File: config.mk
export PLATFORM = sky130hd
export DESIGN_NAME = exu_acc
export DESIGN_NICKNAME = d
export VERILOG_FILES = /design/src/rtl/exu_acc.sv
export SDC_FILE = /design/constraint.sdc
export NUM_CORES = 1
export LEC_CHECK = 0
export ABC_AREA = 1
export CORE_UTILIZATION = 50
export DETAILED_ROUTE_END_ITERATION = 12
export PLACE_DENSITY = 0.71
export SYNTH_ARGS = -nofsm -noshare
export SYNTH_HDL_FRONTEND = slang
export SYNTH_SLANG_ARGS = --single-unit
File: constraint.sdc
create_clock -name clk -period 2.6 [get_ports clk]
set_clock_uncertainty 0.2 [all_clocks]
set_input_delay 0.52 -clock clk [delete_from_list [all_inputs] [get_ports clk]]
set_output_delay 0.52 -clock clk [all_outputs]
set_load 0.03 [all_outputs]
File: src/rtl/exu_acc.sv
// Execute/sequencer stage: runs decoded ops on an accumulator, 4-entry regfile and Z/C flags,
// and owns the pc that drives fetch requests back to fetch/decode.
module exu_acc #(
   parameter int INST_CAP = 20,
   parameter int DATA_LEN = 8,
   parameter int WAIT_MAX = 7
) (
   input  logic                        clk,
   input  logic                        rstn,
   input  logic                        start,
   input  logic                        dec_valid,
   input  logic [3:0]                  control_bus,
   input  logic [DATA_LEN-1:0]         data,
   output logic                        fetch_en,
   output logic [$clog2(INST_CAP):0]   pc,
   output logic [DATA_LEN-1:0]         acc,
   output logic                        zf,
   output logic                        cf,
   output logic [DATA_LEN-1:0]         out_port,
   output logic                        out_valid,
   output logic                        halted,
   output logic                        err
);
   localparam int PCW = $clog2(INST_CAP) + 1;
   localparam int WCW = $clog2(WAIT_MAX + 1);
   localparam logic [PCW-1:0] LAST_PC   = PCW'(INST_CAP - 1);
   localparam logic [WCW-1:0] WAIT_LAST = WCW'(WAIT_MAX - 1);

   typedef enum logic [2:0] {S_IDLE, S_FETCH, S_WAIT, S_EXEC, S_HALT} state_e;

   localparam logic [3:0] OP_LDI  = 4'h1, OP_ADDI = 4'h2, OP_SUBI = 4'h3, OP_ANDI = 4'h4,
                          OP_ORI  = 4'h5, OP_XORI = 4'h6, OP_SHL  = 4'h7, OP_SHR  = 4'h8,
                          OP_JMP  = 4'h9, OP_JZ   = 4'hA, OP_JC   = 4'hB, OP_LDR  = 4'hC,
                          OP_STR  = 4'hD, OP_OUT  = 4'hE, OP_HLT  = 4'hF;

   state_e              state_q, state_d;
   logic [PCW-1:0]      pc_q, pc_d;
   logic [DATA_LEN-1:0] acc_q, acc_d;
   logic [DATA_LEN-1:0] regs_q [4];
   logic [DATA_LEN-1:0] regs_d [4];
   logic                zf_q, zf_d, cf_q, cf_d;
   logic [DATA_LEN-1:0] out_port_q, out_port_d;
   logic                out_valid_q, out_valid_d;
   logic                err_q, err_d;
   logic [WCW-1:0]      wcnt_q, wcnt_d;
   logic [3:0]          op_q, op_d;
   logic [DATA_LEN-1:0] imm_q, imm_d;

   logic [DATA_LEN:0]   sum, diff;
   logic [PCW-1:0]      tgt, pc_inc;
   logic                take;

   assign sum    = {1'b0, acc_q} + {1'b0, imm_q};
   assign diff   = {1'b0, acc_q} - {1'b0, imm_q};
   assign tgt    = PCW'(imm_q);
   assign pc_inc = (pc_q == LAST_PC) ? '0 : pc_q + PCW'(1);

   always_comb begin
      state_d     = state_q;
      pc_d        = pc_q;
      acc_d       = acc_q;
      regs_d      = regs_q;
      zf_d        = zf_q;
      cf_d        = cf_q;
      out_port_d  = out_port_q;
      out_valid_d = 1'b0;
      err_d       = err_q;
      wcnt_d      = wcnt_q;
      op_d        = op_q;
      imm_d       = imm_q;
      take        = 1'b0;

      case (state_q)
         S_IDLE: begin
            if (start) begin
               pc_d    = '0;
               state_d = S_FETCH;
            end
         end
         S_FETCH: begin
            wcnt_d  = '0;
            state_d = S_WAIT;
         end
         S_WAIT: begin
            if (dec_valid) begin
               op_d    = control_bus;
               imm_d   = data;
               wcnt_d  = '0;
               state_d = S_EXEC;
            end else if (wcnt_q == WAIT_LAST) begin
               // decode never answered: re-request the same pc
               wcnt_d  = '0;
               state_d = S_FETCH;
            end else begin
               wcnt_d  = wcnt_q + WCW'(1);
            end
         end
         S_EXEC: begin
            state_d = S_FETCH;
            pc_d    = pc_inc;
            case (op_q)
               OP_LDI:  acc_d = imm_q;
               OP_ADDI: {cf_d, acc_d} = sum;
               OP_SUBI: {cf_d, acc_d} = diff;
               OP_ANDI: begin acc_d = acc_q & imm_q; cf_d = 1'b0; end
               OP_ORI:  begin acc_d = acc_q | imm_q; cf_d = 1'b0; end
               OP_XORI: begin acc_d = acc_q ^ imm_q; cf_d = 1'b0; end
               OP_SHL:  begin acc_d = {acc_q[DATA_LEN-2:0], 1'b0}; cf_d = acc_q[DATA_LEN-1]; end
               OP_SHR:  begin acc_d = {1'b0, acc_q[DATA_LEN-1:1]}; cf_d = acc_q[0]; end
               OP_JMP:  take = 1'b1;
               OP_JZ:   take = zf_q;
               OP_JC:   take = cf_q;
               OP_LDR:  acc_d = regs_q[imm_q[1:0]];
               OP_STR:  regs_d[imm_q[1:0]] = acc_q;
               OP_OUT:  begin out_port_d = acc_q; out_valid_d = 1'b1; end
               OP_HLT:  state_d = S_HALT;
               default: ;
            endcase
            if ((op_q >= OP_LDI && op_q <= OP_SHR) || op_q == OP_LDR)
               zf_d = (acc_d == '0);
            if (take) begin
               if (tgt > LAST_PC) begin
                  err_d   = 1'b1;
                  pc_d    = pc_q;
                  state_d = S_HALT;
               end else begin
                  pc_d    = tgt;
               end
            end
         end
         S_HALT: begin
            if (start) begin
               pc_d    = '0;
               state_d = S_FETCH;
            end
         end
         default: state_d = S_IDLE;
      endcase
   end

   always_ff @(posedge clk or negedge rstn) begin
      if (!rstn) begin
         state_q     <= S_IDLE;
         pc_q        <= '0;
         acc_q       <= '0;
         for (int i = 0; i < 4; i++) regs_q[i] <= '0;
         zf_q        <= 1'b0;
         cf_q        <= 1'b0;
         out_port_q  <= '0;
         out_valid_q <= 1'b0;
         err_q       <= 1'b0;
         wcnt_q      <= '0;
         op_q        <= '0;
         imm_q       <= '0;
      end else begin
         state_q     <= state_d;
         pc_q        <= pc_d;
         acc_q       <= acc_d;
         regs_q      <= regs_d;
         zf_q        <= zf_d;
         cf_q        <= cf_d;
         out_port_q  <= out_port_d;
         out_valid_q <= out_valid_d;
         err_q       <= err_d;
         wcnt_q      <= wcnt_d;
         op_q        <= op_d;
         imm_q       <= imm_d;
      end
   end

   assign fetch_en  = (state_q == S_FETCH);
   assign halted    = (state_q == S_HALT);
   assign pc        = pc_q;
   assign acc       = acc_q;
   assign zf        = zf_q;
   assign cf        = cf_q;
   assign out_port  = out_port_q;
   assign out_valid = out_valid_q;
   assign err       = err_q;

endmodule
==> flow_summary_export.csv <==
group,metric,value,unit
yosys,synth_top_flop_cell,"sky130_fd_sc_hd__dfrtp_1",
worst_setup_path,crit_arrival,1.75,ns
global_routing,grt_pass1_wl,23200,um
yosys,synth_fp_nets,711,
power_and_ir_drop,net-switching-power,3.568,mW
detailed_routing,drt_first_iter_violations,290,
clocking,cts_setup_buffers,0,
global_routing,pin_count_of_the_biggest_net_entering_global_routing,41,
worst_setup_path,critPathLaunchType,"flip-flop",
cells_and_area,seqCellArea,1903,um^2
power_and_ir_drop,comb_power_share,58.5,%
clocking,cts.sinks,76,
floorplan,starting_utilization_of_the_core_area,51.83,%
yosys,synth_cell_types,40,
timing,min_period,2.471,ns
yosys,synthesis.area,4790,um^2
detailed_routing,post_drt_via_cell_ratio,5.377,
clocking,cts-buffers-inserted,9,
clocking,clock_input_transition_at_the_sequential_cells_of_the_worst_setup_and_hold_paths,0.09,ns
power_and_ir_drop,p_sw_share,50.58,%
yosys,synth_seq_area_share,39.71,%
yosys,post_synth_inst_count,667,
yosys,yosysTopAreaCell,"sky130_fd_sc_hd__dfrtp_1",
timing,maxSlewHeadroom,61.43,%
timing,setup_tns,0,ns
yosys,post_synth_most_frequent_cells,"sky130_fd_sc_hd__nand2_1 (219), sky130_fd_sc_hd__dfrtp_1 (76), sky130_fd_sc_hd__nor2_1 (68), sky130_fd_sc_hd__o21ai_0 (63), sky130_fd_sc_hd__inv_1 (61)",
floorplan,ioPinCount,44,
timing,finalMaxSlewViolations,0,
worst_setup_path,rr_worst_depth,11,
power_and_ir_drop,maximum_vdd_drop,0.7440,mV
power_and_ir_drop,power.clock.fraction,13.4,%
yosys,syn_avg_cell_area,7.181,um^2
cells_and_area,final_layout_size_suffix_gt1_share,8.447,%
clocking,cts_root_buf,"sky130_fd_sc_hd__clkbuf_8",
detailed_routing,routed_wire_per_std_cell,16.27,um
run_status,run_status,"completed",
global_routing,globalRouteOverflowTotal,0,
yosys,synth-seq-cells,76,
floorplan,core,9240,um^2
power_and_ir_drop,sequentialPowerShare,28.1,%
global_routing,grtUsageTotal,30.50,%
cells_and_area,utilization,61.46,%
power_and_ir_drop,power.density,1242,nW/um^2
clocking,cts_max_level,3,
cells_and_area,nets,774,
place,post-dp-hpwl,10740,um
cells_and_area,fill_cells,870,
detailed_routing,drtPass1Iterations,5,
yosys,synth_most_common_cell,"sky130_fd_sc_hd__nand2_1",
floorplan,fp.dieArea,9975,um^2
yosys,netlist_top_cells_area,"sky130_fd_sc_hd__dfrtp_1 (40%), sky130_fd_sc_hd__nand2_1 (17%), sky130_fd_sc_hd__ha_1 (6.8%), sky130_fd_sc_hd__o21ai_0 (6.6%), sky130_fd_sc_hd__nor2_1 (5.3%)",
cells_and_area,ant_cells,0,
yosys,synth_top_area_share,39.71,%
hold_path,hold_path.class,"reg2reg",
power_and_ir_drop,internal_power,3.485,mW
job,maxcap_viol_count,0,
yosys,edff_count_synth,0,
global_routing,grt_pass1_vias,4585,
clocking,clock_tree_from_tritoncts,"built",
worst_setup_path,crit_path_end_kind,"output port",
timing,rsz0062_at_grt,"false",
detailed_routing,wirelength,14040,um
place,gpl.final_weighted_congestion,0.9343,
detailed_routing,drcViolationCount,0,
worst_setup_path,crit_fanout,5,
timing,tightestPinTransition,0.5765,ns
place,count_of_buffers_from_port_buffering,43,
yosys,yosysWarningCount,0,
timing,finalCritPeriodShare,95.06,%
worst_setup_path,critical_path_class,"reg2out",
worst_setup_path,critPathRequiredTime,1.88,ns
global_routing,antenna_violations_before_repair,0,
cells_and_area,multi_input_comb_area,2551,um^2
detailed_routing,route.antenna.remaining_nets,0,
floorplan,floorplan.rows,35,
timing,finalSetupViolCount,0,
cells_and_area,syn_to_final_growth,18.57,%
hold_path,worstHoldPathCells,2,
floorplan,die-width,99.88,um
clocking,worstSkewPairLatency,0.35,ns
detailed_routing,via_count,4640,
yosys,synthArstFlopShare,100.0,%
floorplan,die_h,99.88,um
timing,hold_violations,0,
clocking,number_of_buffers_between_clock_root_and_the_deepest_sink,2,
power_and_ir_drop,static-leakage-power,2.763,nW
timing,timing.fmax,0.4046,GHz
==> state kept, by name (all words and copies together) (netlist names) <==
signal / flops
pc: 6
wcnt_q: 3
state_q: 3
imm_q: 8
out_valid: 1
cf: 1
op_q: 4
out_port: 8
zf: 1
acc: 8
regs_q: 32
err: 1
==> layer usage <==
| layer | global-route usage (%) | vias up | share of wire [%] |
|---|---|---|---|
| met2 | 48.81 | 160 | 46 |
| met1 | 42.03 | 2164 | 45 |
| met5 | 0 | - | 0 |
| met3 | 5.432 | 28 | 6.0 |
| li1 | - | 2288 | - |
| met4 | 9.955 | 0 | 2.4 |
==> cell families after synthesis <==
logic type,synth area share (%)
XOR/XNOR,0.5487
adder cells (fa/ha/maj),7.628
buffers and inverters,7.132
AO/OA/AOI/OAI,12.98
AND/OR/NAND/NOR,32.00
flip-flops,39.71
==> area by class of cell <==
class	count	area share, %
clock buffers	10	2.423
clock inverters	5	1.058
inverters	68	4.494
multi-input cells	510	44.92
flip-flops and latches	76	33.51
well taps	129	2.842
repair buffers	65	10.75
==> placed cells by master (no fill, tap or decap), types with 21 or more instances in the layout <==
cell                              instances
sky130_fd_sc_hd__nand2_1                219
sky130_fd_sc_hd__nor2_1                  68
sky130_fd_sc_hd__o21ai_0                 63
sky130_fd_sc_hd__a21oi_1                 31
sky130_fd_sc_hd__ha_1                    24
sky130_fd_sc_hd__dfrtp_1                 75
sky130_fd_sc_hd__nand3_1                 43
sky130_fd_sc_hd__clkdlybuf4s50_1         41
sky130_fd_sc_hd__buf_4                   21
sky130_fd_sc_hd__inv_1                   60
==> critical path: stages, from the launching register on <==
cell and delay [ns]:
sky130_fd_sc_hd__dfrtp_1 0.43, sky130_fd_sc_hd__nor3_1 0.25, sky130_fd_sc_hd__clkdlybuf4s50_1 0.71
==> power groups by stage <==
| stage | logic (mW) | clock network (mW) | registers (mW) |
|---|---|---|---|
| 2_1_floorplan | 2.38 | 0 | 2.22 |
| 3_3_place_gp | 4.02 | 0 | 1.97 |
| 3_5_place_dp | 4.07 | 0 | 1.99 |
| 4_1_cts | 4.08 | 0.955 | 1.97 |
| 5_1_grt | 4.59 | 0.996 | 2.04 |
| 6_report | 4.13 | 0.944 | 1.98 |
==> final timing paths <==
check / start / end / slack (ns)
setup / recovery: state_q[1] / fetch_en / 0.13
hold / removal: out_port[7] / out_port[7] / 0.29
setup reg to reg: acc[2] / acc[5] / 0.21
hold reg to reg: out_port[7] / out_port[7] / 0.29
max in group asynchronous: rstn / acc[2] / 1.25
min in group asynchronous: rstn / wcnt_q[2] / 0.37
==> metrics by stage <==
step                total power, mW  worst slack (ns)  instances  hold WS, ns  area (um^2)
floorplan                     4.604            0.2035        667      0.02441         4790
global placement              5.991            0.1918        847       0.2135         5463
detailed placement            6.054            0.1467        847       0.2152         5463
CTS                           7.005           0.01474        863       0.2878         5670
global route                  7.628           0.01240        863       0.3054         5679
finish                        7.053            0.1285        863       0.2874         5679
==> repair_timing <==
item,in CTS,in global routing
hold endpoints to repair,17,0
resized for setup,0,5
hold buffers,1,0
endpoints found under the setup margin,0,5
Power figures use the tool's default switching activity.
